==> src/rtl/vector_player.sv <==
// vector_player: plays a stimulus/expected vector table into a DUT, compares responses and counts mismatches; define VECTOR_PLAYER_STOP_ON_FAIL_EN to stop on the first mismatch
module vector_player #(
  parameter int IN_W     = 2,
  parameter int OUT_W    = 1,
  parameter int DEPTH    = 16,
  parameter int ADDR_W   = 4,
  parameter int HOLD_CYC = 2,
  parameter int CNT_W    = 8
) (
  input  logic                  clk,
  input  logic                  rst,
  input  logic                  load_en,
  input  logic [ADDR_W-1:0]     load_addr,
  input  logic [IN_W+OUT_W-1:0] load_data,
  input  logic [ADDR_W:0]       num_vec,
  input  logic                  start,
  output logic [IN_W-1:0]       stim,
  input  logic [OUT_W-1:0]      dut_resp,
  output logic                  busy,
  output logic                  done,
  output logic [ADDR_W-1:0]     vec_idx,
  output logic [CNT_W-1:0]      mismatch_cnt,
  output logic                  fail_valid,
  output logic [ADDR_W-1:0]     fail_idx
);
  localparam int HW = HOLD_CYC > 1 ? $clog2(HOLD_CYC) : 1;
  localparam logic [ADDR_W:0] depth_n = (ADDR_W+1)'(DEPTH);
  localparam logic [HW-1:0] hold_last = HW'(HOLD_CYC - 1);
  typedef enum logic [1:0] {IDLE, APPLY, DONE} state_t;
  state_t                  state_q, state_d;
  logic [IN_W+OUT_W-1:0]   mem [DEPTH];
  logic [ADDR_W:0]         n_q, n_d;
  logic [ADDR_W-1:0]       vec_idx_q, vec_idx_d, fail_idx_q, fail_idx_d;
  logic [HW-1:0]           hold_q, hold_d;
  logic [IN_W-1:0]         stim_q, stim_d;
  logic [CNT_W-1:0]        cnt_q, cnt_d;
  logic                    busy_q, busy_d, done_q, done_d, fail_valid_q, fail_valid_d;
  logic [IN_W+OUT_W-1:0]   first, cur, nxt;
  logic [ADDR_W:0]         n_sel;
  logic                    load_ok, mis, last_vec, stop;
  assign load_ok  = load_en && state_q != APPLY && {1'b0, load_addr} < depth_n;
  assign first    = (load_ok && load_addr == '0) ? load_data : mem[0];
  assign cur      = mem[vec_idx_q];
  assign nxt      = mem[vec_idx_q + 1'b1];
  assign n_sel    = num_vec > depth_n ? depth_n : num_vec;
  assign mis      = cur[OUT_W-1:0] != dut_resp;
  assign last_vec = {1'b0, vec_idx_q} == n_q - 1'b1;
`ifdef VECTOR_PLAYER_STOP_ON_FAIL_EN
  assign stop = last_vec || mis;
`else
  assign stop = last_vec;
`endif
  always_comb begin
    state_d      = state_q;
    n_d          = n_q;
    vec_idx_d    = vec_idx_q;
    fail_idx_d   = fail_idx_q;
    hold_d       = hold_q;
    stim_d       = stim_q;
    cnt_d        = cnt_q;
    busy_d       = busy_q;
    done_d       = done_q;
    fail_valid_d = fail_valid_q;
    if (state_q != APPLY) begin
      if (start) begin
        n_d          = n_sel;
        cnt_d        = '0;
        fail_valid_d = 1'b0;
        fail_idx_d   = '0;
        done_d       = n_sel == '0;
        state_d      = n_sel == '0 ? DONE : APPLY;
        busy_d       = n_sel != '0;
        vec_idx_d    = n_sel == '0 ? vec_idx_q : '0;
        stim_d       = n_sel == '0 ? stim_q : first[IN_W+OUT_W-1:OUT_W];
        hold_d       = '0;
      end
    end else begin
      hold_d = hold_q + 1'b1;
      if (hold_q == hold_last) begin
        cnt_d        = (mis && cnt_q != '1) ? cnt_q + 1'b1 : cnt_q;
        fail_valid_d = fail_valid_q || mis;
        fail_idx_d   = (mis && !fail_valid_q) ? vec_idx_q : fail_idx_q;
        hold_d       = '0;
        state_d      = stop ? DONE : APPLY;
        busy_d       = !stop;
        done_d       = stop;
        vec_idx_d    = stop ? vec_idx_q : vec_idx_q + 1'b1;
        stim_d       = stop ? stim_q : nxt[IN_W+OUT_W-1:OUT_W];
      end
    end
  end
  always_ff @(posedge clk) begin
    if (rst) begin
      state_q      <= IDLE;
      n_q          <= '0;
      vec_idx_q    <= '0;
      fail_idx_q   <= '0;
      hold_q       <= '0;
      stim_q       <= '0;
      cnt_q        <= '0;
      busy_q       <= 1'b0;
      done_q       <= 1'b0;
      fail_valid_q <= 1'b0;
    end else begin
      state_q      <= state_d;
      n_q          <= n_d;
      vec_idx_q    <= vec_idx_d;
      fail_idx_q   <= fail_idx_d;
      hold_q       <= hold_d;
      stim_q       <= stim_d;
      cnt_q        <= cnt_d;
      busy_q       <= busy_d;
      done_q       <= done_d;
      fail_valid_q <= fail_valid_d;
    end
  end
  always_ff @(posedge clk) begin
    if (load_ok) mem[load_addr] <= load_data;
  end
  assign stim         = stim_q;
  assign busy         = busy_q;
  assign done         = done_q;
  assign vec_idx      = vec_idx_q;
  assign mismatch_cnt = cnt_q;
  assign fail_valid   = fail_valid_q;
  assign fail_idx     = fail_idx_q;
endmodule

==> config.mk <==
export PLATFORM = sky130hd
export DESIGN_NAME = vector_player
export DESIGN_NICKNAME = d
export VERILOG_FILES = /design/src/rtl/vector_player.sv
export SDC_FILE = /design/constraint.sdc
export NUM_CORES = 1
export LEC_CHECK = 0
export CAP_MARGIN = 20
export CORE_AREA = 4 4 84 117
export CTS_CLUSTER_SIZE = 28
export DETAILED_ROUTE_END_ITERATION = 6
export DIE_AREA = 0 0 88 121
export RECOVER_POWER = 50
export SLEW_MARGIN = 30
export SYNTH_ARGS = -nofsm -noshare
export SYNTH_HDL_FRONTEND = slang
export SYNTH_SLANG_ARGS = --single-unit
==> constraint.sdc <==
create_clock -name clk -period 5.7 [get_ports clk]
set_input_delay 0.57 -clock clk [delete_from_list [all_inputs] [get_ports clk]]
set_output_delay 0.57 -clock clk [all_outputs]
set_load 0.01 [all_outputs]
==> run metrics, run 1 <==
initial antenna violation count 0; RSZ-0062 raised after global routing no; data required time of the worst path roughly 6 ns; Register-to-Register Setup Slack approximately 2.9 ns; Total Wirelength 7009 um; clk sinks approximately 80; final hold violation count 0; GR Layer Usage met3 between 3 and 4%; antenna cell count 0; worst path arrival time approximately 3.1 ns; PostCTS Resize Cnt 0; First-pass DRT Iterations 4; synth cell count leaders edfxtp_1 (48), nor2_1 (36), dfxtp_1 (31); final instance area between 4000 and 5000 um^2; most instantiated library cell after synthesis edfxtp_1; share of the synthesized area in the top cell type 41.80%; Die H between 100 and 150 um; vias roughly 2200; cts hold-fix bufs 0; Max Cap Violations 0; layout cell share with drive strength beyond 1 11.71%; die area 10650 um^2; TritonCTS clock tree built; CTS root buf clkbuf_16; GR Layer Usage met2 about a quarter; #FFs+latches synth between 70 and 80; hold crit path type reg2reg; last element of the critical path mismatch_cnt[6]$_SDFFE_PP0P_; ys async rst share 0%; FP Rows 41; slew margin rel. 45.39%; total CTS buffers 9; Worst VDD drop roughly 170 uV; clk_lat worst skew approximately 0.33 ns; Layout area overhead 22.46%; number of enable flip-flop cells after synthesis 48; GR Overflow Total 0; wire per inst 16.57 um; outcome finished clean; number of filler cells placed in the layout between 800 and 900; vias in the first global route about 2200; DRC Markers 0; CP max FO 10; GR Util met1 between 10% and 20%; final period utilization about half; clock skew ~0.0047 ns; Unique masters post-synth 43; initial core utilization 38.86%; WS Path Type reg2reg; Final min period between 2 and 3 ns; pwr dens approximately 310 nW/um^2; final net count ~330; Most Crowded Layer GR met2; Syn Nets approximately 290; routability-driven placement congestion ratio between 0.8 and 0.9; max-slew violation count 0; placed inst area 3914 um^2; post-CTS repair timing setup buffer count 0; num ports 38; clock slew at reported path FFs 0.06 ns; Chip Width 88 um; Synth area leaders edfxtp_1 (42%), dfxtp_1 (18%), mux4_2 (5.9%), nor2_1 (3.9%), mux2i_1 (3.2%); Setup crit end kind flop; GRT Overall Usage 14.38%; Clock Path Buffers 2; IO buf count 37; Core Area 8875 um^2; area of the multi-input gates ~1300 um^2; Vias/cell 5.307; Final setup violation count 0; Top FF cell, synth edfxtp_1; Detail Placement HPWL about 5000 um; ANT nets after route 0; leakage power roughly 1.5 nW; Reg area 2062 um^2; post-synth top area cell edfxtp_1; Synth Instances approximately 270; depth of the most critical reg-to-reg path 6; worst r2r dst mismatch_cnt[6]$_SDFFE_PP0P_; Max Fclk about 350 MHz; H-tree depth 3; synthesized area around 3400 um^2; largest net degree at the start of global routing 29; TNS Setup 0 ns; Mean Syn Cell Area 12.68 um^2; register area share after synthesis around three fifths; Yosys warning count 0; crit path launch type flop; first-pass GRT wire length 11450 um; drt first-iter violations 130; Worst Tran Pin Value roughly 0.81 ns
## through the flow
stage | hold WS, ns | std cells | utilization, % | power (mW) | worst slack (ns)
global route | 0.4936 | 423 | 47.58 | 1.353 | 2.664
finish | 0.4631 | 423 | 47.58 | 1.308 | 2.874
detailed placement | 0.4630 | 407 | 44.10 | 0.7396 | 2.864
global placement | 0.4628 | 407 | 44.16 | 0.7391 | 2.823
CTS | 0.4725 | 423 | 47.55 | 1.319 | 2.867
floorplan | 0.4622 | 272 | - | 0.6980 | 3.182
## worst min-delay path by stage
stage / start / to / slack [ns] / cells after the start
floorplan: n_q[4]$_SDFFE_PP0P_ / n_q[4]$_SDFFE_PP0P_ / 0.46 / 2
global placement: stim[0]$_SDFFE_PP0P_ / stim[0]$_SDFFE_PP0P_ / 0.46 / 2
detailed placement: stim[0]$_SDFFE_PP0P_ / stim[0]$_SDFFE_PP0P_ / 0.46 / 2
CTS: stim[0]$_SDFFE_PP0P_ / stim[0]$_SDFFE_PP0P_ / 0.47 / 2
global route: stim[1]$_SDFFE_PP0P_ / stim[1]$_SDFFE_PP0P_ / 0.49 / 2
finish: stim[0]$_SDFFE_PP0P_ / stim[0]$_SDFFE_PP0P_ / 0.46 / 2
## cell usage in the layout, fill, tap and decap left out, types with 6 or more instances in the layout
master and count:
edfxtp_1 48, nor2_1 36, dfxtp_1 31, dlygate4sd3_1 23, a21oi_1 21, nand2_1 16
clkdlybuf4s50_1 13, mux2i_1 11, nand3_1 10, mux4_2 9, clkbuf_16 9, nor3_1 7
nand2b_1 6
## registers in the layout, indices dropped and copies added, names as in the netlist, named ones only
name          count
stim              2
vec_idx           4
fail_valid        1
fail_idx          4
state_q           2
hold_q            1
n_q               5
mem              48
mismatch_cnt      8
## per-layer routing
layer | vias to the layer above | wire length (um)
met3 | 9 | 279
li1 | 1104 | -
met2 | 39 | 3670
met4 | 0 | 110
met5 | - | 0
met1 | 1093 | 2949
## worst max-delay path, cell delays in order (launching register included)
cell and delay [ns]:
dfxtp_1 0.43, mux4_1 0.59, mux4_2 0.54, xnor2_2 0.17, nor4_2 0.69, a21boi_0 0.26
a21o_1 0.10
## cell type report
class	instances	share of cell area, %
Clock buffer	9	5.333
Clock inverter	7	1.926
Inverter	4	0.3556
Multi-Input combinational cell	179	31.56
Sequential cell	79	48.83
Tap cell	107	3.170
Timing Repair Buffer	38	8.830
## report_power, final
group,leakage [nW],switching [mW],internal (mW)
clock network,0.152,0.238,0.345
registers,0.685,0.00636,0.616
logic,0.649,0.0585,0.0436
## cells by family after synthesis
logic type	after synthesis	share of synthesized area, %
AOI/OAI and AO/OA	40	7.511
xor gates and xnor gates	9	2.504
adders and majority gates	3	1.089
buffers and inverters	14	1.633
DFF	79	59.80
muxes	25	12.45
and+or+nand+nor	102	15.02
Power figures use the tool's default switching activity.
==> inputs of run 2 (changes only) <==
clock period = 2.7 ns   (was 5.7 ns; I/O delays follow)
==> run metrics, run 2 (same netlist as run 1, synthesis figures left out) <==
Max Cap Violations 0 (unchanged); final instance area 4242 um^2 (was 4223 um^2); Die H 121 um (unchanged); WS Path Type reg2reg (unchanged); Layout area overhead 23.00% (was 22.46%); RSZ-0062 raised after global routing no (unchanged); largest net degree at the start of global routing 26 (was 29); pwr dens 608.4 nW/um^2 (was 309.7 nW/um^2); clock skew 0.004674 ns (was 0.004696 ns); worst path arrival time 2.74 ns (was 3.11 ns); Largest register FFs 48 (unchanged); Top Metal Used met4 (unchanged); hold path cells 2 (unchanged); hold crit path type reg2reg (unchanged); start point of the worst min-delay path stim[1]$_SDFFE_PP0P_ (was stim[0]$_SDFFE_PP0P_); vias in the first global route 2282 (was 2248); clock slew at reported path FFs 0.06 ns (about the same); met1 WL 2767 um (was 2949 um); FP Rows 41 (unchanged); final cell count without fillers 431 (was 423); IO buf count 37 (unchanged); Total Wirelength 7060 um (was 7009 um); Chip Width 88 um (unchanged); TritonCTS clock tree built (unchanged); GR Overflow Total 0 (unchanged); wire per inst 16.38 um (was 16.57 um); placed inst area 4001 um^2 (was 3914 um^2); max-slew violation count 0 (unchanged); area of the multi-input gates 1330 um^2 (was 1333 um^2); Tot Pwr 2.581 mW (was 1.308 mW); antenna cell count 0 (unchanged); depth of the most critical reg-to-reg path 6 (unchanged); PostCTS Resize Cnt 0 (unchanged); cts hold-fix bufs 0 (unchanged); initial core utilization 38.86% (unchanged); layout cell share with drive strength beyond 1 12.35% (was 11.71%); Final min period 2.521 ns (was 2.826 ns); met3 wire len 353 um (was 279 um); Clock Path Buffers 2 (unchanged); outcome finished clean (unchanged); initial antenna violation count 0 (unchanged); Max Fclk 396.7 MHz (was 353.8 MHz); final period utilization 93.36% (was 49.58%); routability-driven placement congestion ratio 0.8128 (was 0.8008); vias 2260 (was 2245); DRC Markers 0 (unchanged); total CTS buffers 9 (unchanged); Worst Tran Pin Value 0.7246 ns (was 0.8123 ns); slew margin rel. 51.69% (was 45.39%); ANT nets after route 0 (unchanged); die area 10650 um^2 (unchanged); number of filler cells placed in the layout 810 (was 808); final hold violation count 0 (unchanged); GRT Overall Usage 14.73% (was 14.38%); H-tree depth 3 (unchanged); data required time of the worst path 2.92 ns (was 5.98 ns); First-pass DRT Iterations 4 (unchanged); num ports 38 (unchanged); Biggest register mem (unchanged); clk_lat worst skew 0.33 ns (about the same); Worst VDD drop 511.5 uV (was 173.9 uV); met2 WL 3735 um (was 3670 um); crit path launch type flop (unchanged); TNS Setup 0 ns (unchanged); drt first-iter violations 98 (was 130); CP max FO 5 (was 10); Register-to-Register Setup Slack 0.18 ns (was 2.87 ns); Hold Path End stim[1]$_SDFFE_PP0P_ (was stim[0]$_SDFFE_PP0P_); commonest non-fill, non-tap cell in the layout edfxtp_1 (unchanged); most frequent cells in the layout edfxtp_1 (48), nor2_1 (36), dfxtp_1 (31) (unchanged); placed cell count 418 (was 407); first-pass GRT wire length 11540 um (was 11450 um); Reg area 2062 um^2 (unchanged); final net count 342 (was 331); worst r2r dst mismatch_cnt[3]$_SDFFE_PP0P_ (was mismatch_cnt[6]$_SDFFE_PP0P_); Vias/cell 5.244 (was 5.307); Core Area 8875 um^2 (unchanged); Final setup violation count 0 (unchanged); CTS root buf clkbuf_16 (unchanged); post-CTS repair timing setup buffer count 0 (unchanged); Setup crit end kind flop (unchanged); leakage power 1.499 nW (was 1.486 nW); clk sinks 79 (unchanged); Detail Placement HPWL 5203 um (was 4985 um)
==> run 2: worst max-delay path by stage <==
stage | startpoint | end | slack [ns] | cells past startpoint
2_1_floorplan | flop | mismatch_cnt[6]$_SDFFE_PP0P_ | 0.18 | 6
3_3_place_gp | flop | mismatch_cnt[4]$_SDFFE_PP0P_ | 0.27 | 6
3_5_place_dp | flop | mismatch_cnt[3]$_SDFFE_PP0P_ | 0.17 | 6
4_1_cts | flop | mismatch_cnt[3]$_SDFFE_PP0P_ | 0.17 | 6
5_1_grt | flop | mismatch_cnt[4]$_SDFFE_PP0P_ | 0.06 | 6
6_report | flop | mismatch_cnt[3]$_SDFFE_PP0P_ | 0.18 | 6
==> run 2: layer usage <==
metal	vias up	global-route usage [%]
li1	1117	-
met4	0	7.102
met1	1075	16.77
met3	14	3.465
met2	54	25.42
met5	-	0
==> run 2: critical path: stages (launching register included) <==
cell      delay [ns]
dfxtp_1         0.42
mux4_1          0.58
mux4_2          0.53
xor2_1          0.36
a211oi_4        0.14
a21o_1          0.18
a22o_2          0.20
==> run 2: area by class of cell <==
| cell class | count | area share (%) |
|---|---|---|
| multi-input combinational | 179 | 31.36 |
| clock buffer | 9 | 5.310 |
| sequential | 79 | 48.61 |
| tap | 107 | 3.156 |
| inverter | 4 | 0.3540 |
| clock inverter | 4 | 0.6195 |
| timing repair buffer | 49 | 10.59 |
==> run 2: per-stage QoR <==
| step | util (%) | hold WS [ns] | setup WS, ns |
|---|---|---|---|
| 5_1_grt | 47.79 | 0.4777 | 0.06167 |
| 6_report | 47.79 | 0.4540 | 0.1793 |
| 4_1_cts | 47.92 | 0.4612 | 0.1664 |
| 3_5_place_dp | 45.09 | 0.4533 | 0.1709 |
| 3_3_place_gp | 45.09 | 0.4487 | 0.2672 |
| 2_1_floorplan | - | 0.3689 | 0.1823 |
==> run 2: where the power goes <==
part / internal (mW) / switching, mW / total (mW) / leakage (nW)
clock: 0.603 / 0.432 / 1.04 / 0.123
combinational: 0.104 / 0.126 / 0.230 / 0.692
sequential: 1.30 / 0.0142 / 1.32 / 0.685
total: 2.01 / 0.572 / 2.58 / 1.50
==> inputs of run 3 (changes only) <==
CORE_AREA = 4 4 98 100   (was 4 4 84 117)
DIE_AREA = 0 0 102 104   (was 0 0 88 121)
==> run metrics, run 3 (same netlist as run 1, synthesis figures left out) <==
wire per inst 16.18 um (was 16.38 um); post-CTS repair timing setup buffer count 0 (unchanged); most frequent cells in the layout edfxtp_1 (48), nor2_1 (36), dfxtp_1 (31) (unchanged); Hold Worst Slack 0.4600 ns (was 0.4540 ns); clk_lat worst skew 0.34 ns (was 0.33 ns); hold crit path type reg2reg (unchanged); worst path arrival time 2.77 ns (was 2.74 ns); Register-to-Register Setup Slack 0.17 ns (was 0.18 ns); cts hold-fix bufs 0 (unchanged); layout cell share with drive strength beyond 1 12.31% (was 12.35%); vias in the first global route 2249 (was 2282); Core Area 8678 um^2 (was 8875 um^2); IO buf count 37 (unchanged); Die H 104 um (was 121 um); commonest non-fill, non-tap cell in the layout edfxtp_1 (unchanged); antenna cell count 0 (unchanged); TritonCTS clock tree built (unchanged); Total Wirelength 7006 um (was 7060 um); ANT nets after route 0 (unchanged); Max Fclk 395.5 MHz (was 396.7 MHz); initial antenna violation count 0 (unchanged); Max Cap Violations 0 (unchanged); final period utilization 93.65% (was 93.36%); TNS Setup 0 ns (unchanged); area of the multi-input gates 1330 um^2 (unchanged); max-slew violation count 0 (unchanged); Tot Pwr 2.290 mW (was 2.581 mW); Layout area overhead 20.25% (was 23.00%); worst r2r dst mismatch_cnt[3]$_SDFFE_PP0P_ (unchanged); DRC Markers 0 (unchanged); drt first-iter violations 57 (was 98); first-pass GRT wire length 11450 um (was 11540 um); slew margin rel. 54.58% (was 51.69%); RSZ-0062 raised after global routing no (unchanged); Chip Width 102 um (was 88 um); GRT Overall Usage 14.12% (was 14.73%); initial core utilization 39.73% (was 38.86%); data required time of the worst path 2.94 ns (was 2.92 ns); Biggest register mem (unchanged); pwr dens 552.4 nW/um^2 (was 608.4 nW/um^2); Clock Path Buffers 2 (unchanged); Vias/cell 5.252 (was 5.244); PostCTS Resize Cnt 0 (unchanged); First-pass DRT Iterations 4 (unchanged); Final min period 2.529 ns (was 2.521 ns); Setup crit end kind flop (unchanged); WS Path Type reg2reg (unchanged); Worst Tran Pin Value 0.6813 ns (was 0.7246 ns); start point of the worst min-delay path stim[1]$_SDFFE_PP0P_ (unchanged); worst setup margin 0.1715 ns (was 0.1793 ns); total CTS buffers 9 (unchanged); Setup WS pre-CTS 0.1843 ns (was 0.1709 ns); num ports 38 (unchanged); Detail Placement HPWL 5092 um (was 5203 um); clock slew at reported path FFs 0.08 ns (was 0.06 ns); hold path cells 2 (unchanged); depth of the most critical reg-to-reg path 6 (unchanged); H-tree depth 3 (unchanged); crit path launch type flop (unchanged); outcome finished clean (unchanged); Final setup violation count 0 (unchanged); final hold violation count 0 (unchanged); CTS root buf clkbuf_8 (was clkbuf_16); FP Rows 34 (was 41); number of filler cells placed in the layout 835 (was 810); Reg area 2062 um^2 (unchanged); clk sinks 79 (unchanged); die area 10610 um^2 (was 10650 um^2); vias 2274 (was 2260); final net count 341 (was 342); leakage power 1.454 nW (was 1.499 nW); largest net degree at the start of global routing 17 (was 26); CP max FO 5 (unchanged); GR Overflow Total 0 (unchanged); routability-driven placement congestion ratio 0.7931 (was 0.8128); Largest register FFs 48 (unchanged); clock skew 0.007002 ns (was 0.004674 ns); Worst VDD drop 402.7 uV (was 511.5 uV); last element of the critical path mismatch_cnt[3]$_SDFFE_PP0P_ (unchanged)
-- run 3: worst max-delay path, stage by stage (launching register included) --
cell and delay (ns):
dfxtp_1 0.43, mux4_1 0.57, mux4_2 0.52, xor2_1 0.38, a211oi_4 0.15, a21o_1 0.18
a22o_2 0.19
-- run 3: per-layer routing --
layer / vias to the layer above / GRT usage, % / share of wire, %
met3: 9 / 4.158 / 5.5
met2: 51 / 22.66 / 47
met4: 0 / 4.405 / 1.5
met1: 1095 / 18.27 / 46
met5: - / 0 / 0
li1: 1119 / - / -
-- run 3: worst min-delay path by stage --
| stage | to | slack (ns) |
|---|---|---|
| 6_report | stim[1]$_SDFFE_PP0P_ | 0.46 |
| 3_5_place_dp | stim[1]$_SDFFE_PP0P_ | 0.46 |
| 2_1_floorplan | mem[0][0]$_DFFE_PP_ | 0.37 |
| 5_1_grt | stim[0]$_SDFFE_PP0P_ | 0.49 |
| 4_1_cts | stim[1]$_SDFFE_PP0P_ | 0.47 |
| 3_3_place_gp | mismatch_cnt[7]$_SDFFE_PP0P_ | 0.45 |
-- run 3: area by class of cell --
type | count | area share, %
Sequential cell | 79 | 49.73
Timing Repair Buffer | 48 | 10.65
Clock buffer | 10 | 3.078
Multi-Input combinational cell | 179 | 32.08
Clock inverter | 5 | 0.8449
Tap cell | 108 | 3.259
Inverter | 4 | 0.3621
-- run 3: power by group --
part	switching [mW]	internal, mW
clock network	0.419	0.330
logic	0.128	0.101
registers	0.0134	1.30
total	0.561	1.73
-- run 3: metrics by stage --
stage / instance area (um^2) / std cells / util, %
finish: 4146 / 433 / 47.78
global route: 4146 / 433 / 47.78
CTS: 4158 / 433 / 47.91
detailed placement: 3995 / 418 / 46.04
global placement: 3995 / 418 / 46.04
floorplan: 3448 / 272 / -
